`src/rtl/poly5_mac_pipe.sv`:
```
// poly5_mac_pipe: pipelined signed MUL / MADD / ACC unit
// feeding result write-back of the poly5 evaluation loop.
module poly5_mac_pipe #(
  parameter int ID         = 1,
  parameter int NUM_STAGE  = 3,
  parameter int din0_WIDTH = 16,
  parameter int din1_WIDTH = 16,
  parameter int din2_WIDTH = 32,
  parameter int dout_WIDTH = 40
) (
  input  logic                  clk,
  input  logic                  reset,
  input  logic                  ce,
  input  logic                  in_vld,
  input  logic [1:0]            mode,
  input  logic [din0_WIDTH-1:0] din0,
  input  logic [din1_WIDTH-1:0] din1,
  input  logic [din2_WIDTH-1:0] din2,
  output logic                  out_vld,
  output logic [dout_WIDTH-1:0] dout,
  output logic                  ovf
);

  localparam int PW  = din0_WIDTH + din1_WIDTH;
  localparam int D   = NUM_STAGE - 2;
  localparam int MSB = dout_WIDTH - 1;
  localparam int SW  = 3 + din2_WIDTH + dout_WIDTH;

  localparam logic [1:0] M_MUL  = 2'b00;
  localparam logic [1:0] M_MADD = 2'b01;
  localparam logic [1:0] M_ACC  = 2'b10;
  localparam logic [1:0] M_CLR  = 2'b11;

  logic                         s1_vld;
  logic [1:0]                   s1_mode;
  logic signed [din0_WIDTH-1:0] s1_a;
  logic signed [din1_WIDTH-1:0] s1_b;
  logic signed [din2_WIDTH-1:0] s1_c;

  // stage 1: capture the operand beat
  always_ff @(posedge clk) begin
    if (reset) begin
      s1_vld  <= 1'b0;
      s1_mode <= M_MUL;
      s1_a    <= '0;
      s1_b    <= '0;
      s1_c    <= '0;
    end else if (ce) begin
      s1_vld  <= in_vld;
      s1_mode <= mode;
      s1_a    <= din0;
      s1_b    <= din1;
      s1_c    <= din2;
    end
  end

  logic signed [PW-1:0]         prod;
  logic signed [dout_WIDTH-1:0] prod_x;
  logic [SW-1:0]                s1_word;
  logic [SW-1:0]                f_word;

  assign prod    = PW'(s1_a) * PW'(s1_b);
  assign prod_x  = dout_WIDTH'(prod);
  assign s1_word = {s1_vld, s1_mode, s1_c, prod_x};

  // Product and side-band travel together as one packed word.
  if (D > 0) begin : g_pipe
    logic [SW-1:0] st_q [D];
    for (genvar i = 0; i < D; i++) begin : g_st
      logic [SW-1:0] st_in;
      if (i == 0) begin : g_head
        assign st_in = s1_word;
      end else begin : g_body
        assign st_in = st_q[i-1];
      end
      // advance one product pipeline stage
      always_ff @(posedge clk) begin
        if (reset) begin
          st_q[i] <= '0;
        end else if (ce) begin
          st_q[i] <= st_in;
        end
      end
    end
    assign f_word = st_q[D-1];
  end else begin : g_flat
    assign f_word = s1_word;
  end

  logic                         f_vld;
  logic [1:0]                   f_mode;
  logic signed [din2_WIDTH-1:0] f_c;
  logic signed [dout_WIDTH-1:0] f_p;
  logic signed [dout_WIDTH-1:0] c_x;
  logic signed [dout_WIDTH-1:0] acc;
  logic signed [dout_WIDTH-1:0] add_a;
  logic signed [dout_WIDTH-1:0] add_b;
  logic signed [dout_WIDTH-1:0] sum;
  logic                         add_ovf;

  assign {f_vld, f_mode, f_c, f_p} = f_word;
  assign c_x = dout_WIDTH'(f_c);

  // final-stage operand select and wrapping add
  always_comb begin
    add_a = f_p;
    add_b = '0;
    case (f_mode)
      M_MADD: add_b = c_x;
      M_ACC: begin
        add_a = acc;
        add_b = f_p;
      end
      default: ;
    endcase
    sum     = add_a + add_b;
    add_ovf = (add_a[MSB] == add_b[MSB])
              && (sum[MSB] != add_a[MSB]);
  end

  // result registers and accumulator update
  always_ff @(posedge clk) begin
    if (reset) begin
      out_vld <= 1'b0;
      dout    <= '0;
      ovf     <= 1'b0;
      acc     <= '0;
    end else if (ce) begin
      out_vld <= f_vld;
      if (f_vld) begin
        dout <= sum;
        ovf  <= add_ovf;
        if (f_mode == M_ACC || f_mode == M_CLR)
          acc <= sum;
      end
    end
  end

endmodule
```
`config.mk`:
```
export PLATFORM = sky130hd
export DESIGN_NAME = poly5_mac_pipe
export DESIGN_NICKNAME = d
export VERILOG_FILES = /design/src/rtl/poly5_mac_pipe.sv
export SDC_FILE = /design/constraint.sdc
export NUM_CORES = 1
export LEC_CHECK = 0
export ABC_AREA = 1
export BUFFER_PORTS_ARGS = -buffer_cell sky130_fd_sc_hd__buf_2
export CAP_MARGIN = 10
export CORE_MARGIN = 2
export CORE_UTILIZATION = 31
export CTS_CLUSTER_DIAMETER = 150
export DETAILED_ROUTE_END_ITERATION = 8
export PLACE_DENSITY_LB_ADDON = 0.25
export SLEW_MARGIN = 25
export SYNTH_ARGS = -nofsm -noshare
export SYNTH_HDL_FRONTEND = slang
export SYNTH_SLANG_ARGS = --single-unit
```
`constraint.sdc`:
```
create_clock -name clk -period 6.3 [get_ports clk]
set_input_delay 0.63 -clock clk [delete_from_list [all_inputs] [get_ports clk]]
set_output_delay 0.63 -clock clk [all_outputs]
set_load 0.05 [all_outputs]
```
* Word-level counts from Yosys, hierarchy flattened
Memory sizes are Yosys's and may differ from the RTL's. Cells that the tools add are included.
Word-level totals: memories 1, output and inout port bits 42, memory bits (read-only) 0, logic and storage cells 31, register bits after elaboration 149, memory bits (writable) 75, bits of input ports 70, latch bits 0
Operators by class: order comparisons 0, shifts and indexed selects 0, multipliers 1, reduce and logical (&&, ||, !) cells 5, bitwise operators 0, div/mod/pow operators 0, mux-type cells 9, add/sub/neg operators 1, equality and inequality tests 5
Memory list:
- g_pipe.st_q | words 1, bits a word 75, rd ports 1, clocked after memory_dff 0, wr ports 1, line 68 | logic [SW-1:0] st_q [D];
Operators by type and width (count):
- 40-bit case mux with 2 select lines | 1
- 75-bit two-way mux | 1
- 75-bit OR reduction | 1
- 40-bit adder | 1
- 40-bit two-way mux | 1
- 16-bit by 16-bit multiplier with 32-bit output | 1
- 1-bit two-way mux | 6
- 2-bit == test (second input constant) | 2
- 3-bit AND reduction | 1
- 2-bit by 1-bit == test with 1-bit output (second input constant) | 1
- 2-bit AND reduction | 1
- 1-bit == test | 1
- 1-bit logical AND | 1
- 1-bit logical OR | 1
- 1-bit != test | 1

* Depth between registers and ports, before layout
depth after elaboration 5, depth in mapped cells 26, mapped depth without buffers 24

* Least setup slack after synthesis
Ideal clock, no wire load.
path type register -> register, start point register s1_a[15], end point memory g_pipe.st_q[0][27] in the netlist's numbering (data pin), arrival 5469 ps, library setup time 253 ps, period minus slack after synthesis 5722 ps, slack 578 ps, cell stages (with the launch flop) 24, path buffers 2, cell sequence dfxtp_1 > clkbuf_1 > clkbuf_1 > nand2_1 > fa_1 > inv_1 > fa_1 > fa_1 > fa_1 > fa_1 > inv_1 > fa_1 > inv_1 > ha_1 > nand2_1 > nor2_1 > inv_1 > nor3_1 > and3_1 > nand2_1 > nand3_1 > nand2_1 > nand2_1 > nor2_1
Between the ends: cells in the longest elaborated chain, start to end 2
Ends and longest elaborated chain:
- start: declaration | line 36 | logic signed [din0_WIDTH-1:0] s1_a;
- start signal: assignment | line 51 | s1_a <= din0;
- 16-bit by 16-bit multiplier with 32-bit output | line 62 | assign prod = PW'(s1_a) * PW'(s1_b);
- 75-bit two-way mux (no source line)
- end: declaration | line 68
No other way between the ends.

* Worst setup path after layout
start point register s1_a[15], end point memory g_pipe.st_q[0][25] in the netlist's numbering (data pin)
Same word-level chain as after synthesis.

==> flow_metrics.env <==
export IMPL_n_fill_cell=7903
export IMPL_grt_max_degree=92
export IMPL_die_w_microns=274
export IMPL_path_delay_family="adder cells"
export IMPL_num_nets_final=3763
export IMPL_crit_top_cell="fa_1"
export IMPL_worst_setup_path_start_kind="flop"
export IMPL_track_usage_pct=17.9
export IMPL_hpwl_mm=52.1
export IMPL_tns_ns=0
export IMPL_port_buffers=111
export IMPL_clk_pin_slew_ns=0.06
export IMPL_rsz0062_at_grt="false"
export IMPL_n_antenna_cell=0
export IMPL_max_cap_violations=0
export IMPL_fin_total_pwr_w=0.00446
export IMPL_slowest_stage="fa_1"
export IMPL_antenna_found_initial=0
export IMPL_status="complete, no violations"
export IMPL_crit_buf_inv=4
export IMPL_route_vias_total=19227
export IMPL_htreeDepth=1
export IMPL_setup_violations=0
export IMPL_cts_root_buffer="clkbuf_16"
export IMPL_powerDensity_mw_per_mm2=177
export IMPL_finalHoldViolCount=0
export IMPL_die_area_sq_mm=0.0750
export IMPL_viasPerCell=4.50
export IMPL_crit_chain="buf_4, nand2_1, fa_1, inv_1, fa_1, fa_1, fa_1, fa_1, inv_1, fa_1, inv_1, ha_1, nand2_1, nor3_1, nand3_1, nand3_1, o21ai_0, a21oi_1"
export IMPL_crit_required_ns=6.71
export IMPL_clock_skew_final_ns=0.0211
export IMPL_path_max_fanout=12
export IMPL_ant_nets=0
export IMPL_avgRoutedWirePerCell_microns=15.1
export IMPL_final_common_cell="nand2_1"
export IMPL_dr_pass1_iters=6
export IMPL_cp_arrival_ns=6.34
export IMPL_gp_congestion=0.907
export IMPL_ys_ff_latch=216
export IMPL_io_pins=112
export IMPL_peakVddDrop_mv=0.199
export IMPL_cts_hold_buf=0
export IMPL_numCtsBuffers=27
export IMPL_die_y_microns=274
export IMPL_min_path_type="input port to flop"
export IMPL_start_util_pct=31.4
export IMPL_drtIter0Drc=1133
export IMPL_cts_tree="done"
export IMPL_max_freq_ghz=0.169
export IMPL_worst_path_largest_cell_delay_ns=0.60
export IMPL_route_detailed_drc=0
export IMPL_final_cell_mix="954 x nand2_1, 758 x inv_1, 303 x nor2_1"
export IMPL_grt_pass1_vias=19863
export IMPL_overflow=0
export IMPL_syn_inst=3221
export IMPL_yosysWarnings=0
export IMPL_numClockSinks=216
export IMPL_yosysUniqueCellTypes=42
export IMPL_grt_pass1_wl_mm=106
export IMPL_yosysSeqAreaShare_pct=22.1
export IMPL_max_slew_margin_rel_pct=34.3
export IMPL_post_route_min_period_ns=5.93
export IMPL_worstMarginPinSlew_ns=0.986
export IMPL_synth_area_sq_mm=0.0226
export IMPL_clockBufferDepth=3
export IMPL_synth_area_per_cell_sq_um=7.01
export IMPL_worstSkewPairLatency_ns=0.58
export IMPL_drive_gt1_share_pct=8.03
export IMPL_syn_nets=3678
export IMPL_wirelength_mm=64.7
export IMPL_endpoint_kind="flop"
export IMPL_p_leak_nw=14.1
export IMPL_maxSlewViolCount=0
export IMPL_coreArea_sq_mm=0.0719
export IMPL_worstSetupPathType="flop to flop"
export IMPL_num_rows=98
export IMPL_fin_crit_sh_pct=94.2
export IMPL_syn_to_final_growth_pct=11.8
==> worst reg2reg max path: stages (launching register included) <==
cell,delay (ns)
dfxtp_1,0.44
buf_4,0.24
nand2_1,0.15
fa_1,0.57
inv_1,0.07
fa_1,0.60
fa_1,0.56
fa_1,0.51
fa_1,0.50
inv_1,0.05
fa_1,0.47
inv_1,0.04
ha_1,0.39
nand2_1,0.17
nor3_1,0.43
nand3_1,0.16
nand3_1,0.14
o21ai_0,0.08
a21oi_1,0.21
==> flip-flops by register name, summed over array words and instances, names as in the netlist <==
register / flops
s1_a: 16
dout: 40
out_vld: 1
s1_c: 32
s1_vld: 1
acc: 40
s1_mode: 2
g_pipe.st_q: 67
ovf: 1
s1_b: 16
==> cell usage after synthesis (all sizes together) <==
library cell | instances | share of area, %
xor2 | 14 | 0.54
nor2 | 310 | 5.2
a31oi | 3 | 0.083
o211ai | 9 | 0.37
a21boi | 2 | 0.067
a21o | 2 | 0.066
a22o | 1 | 0.039
o21ai | 100 | 2.3
a21oi | 119 | 2.6
and3 | 1 | 0.028
xnor2 | 6 | 0.23
edfxtp | 67 | 8.9
nand3b | 6 | 0.20
fa | 263 | 23
inv | 760 | 13
nand2 | 965 | 16
dlygate4sd1 | 2 | 0.078
nor3 | 8 | 0.20
o21bai | 8 | 0.27
buf | 21 | 0.45
or2 | 4 | 0.11
clkinv | 1 | 0.039
clkbuf | 105 | 1.8
nand3 | 142 | 3.3
dfxtp | 149 | 13
o21a | 11 | 0.37
nand4 | 18 | 0.50
ha | 124 | 6.9
==> through the flow <==
stage | hold WS, ns | area (sq um) | instances | worst slack (ns) | utilization (%)
2_1_floorplan | 0.450 | 22600 | 3221 | 0.578 | -
3_3_place_gp | 0.446 | 24400 | 4227 | 0.343 | 33.9
3_5_place_dp | 0.470 | 24400 | 4227 | 0.324 | 33.9
4_1_cts | 0.220 | 25200 | 4277 | 0.303 | 35.1
5_1_grt | 0.239 | 25200 | 4277 | 0.00439 | 35.1
6_report | 0.249 | 25200 | 4277 | 0.366 | 35.1
==> layout make-up <==
class                   count  area (sq um)  area share (%)
repair buffers            184          1110            4.39
clock inverters            15           104           0.412
clock buffers              35           767            3.04
inverters                 761          2860            11.3
well taps                 950          1190            4.71
flip-flops and latches    216          5000            19.8
multi-input cells        2116         14200            56.3
==> routing by layer <==
metal,share of wire (%),global-route usage (%)
met5,0,0
met4,2.9,5.09
met3,3.5,1.48
met2,48,31.4
met1,45,23.5
==> cell families after synthesis <==
logic type,synth area share (%)
AND/OR/NAND/NOR,25.7
adder cells (fa/ha/maj),30.2
XOR/XNOR,0.776
AO/OA/AOI/OAI,6.16
buffers and inverters,15.0
flip-flops,22.1
==> power by group <==
group,leakage (nW),switching [W],internal [W]
Clock,0.429,0.000666,0.000866
Sequential,1.96,0.0000738,0.00153
Combinational,11.7,0.000880,0.000450
==> repair_timing <==
item | in CTS | in global routing
buffers inserted | 0 | 0
resized for setup | 0 | 3
endpoints found under the setup margin | 0 | 4
==> worst paths after layout <==
check / startpoint / endpoint / slack, ns / cells after the start
worst max register to register: s1_a[15] / g_pipe.st_q[0][25] / 0.37 / 18
worst min-delay path: din0[1] / s1_a[1] / 0.25 / 3
worst min register to register: out_vld / out_vld / 0.48 / 2
worst max-delay path: s1_a[15] / g_pipe.st_q[0][25] / 0.37 / 18
(Power assumes the default switching activity.)
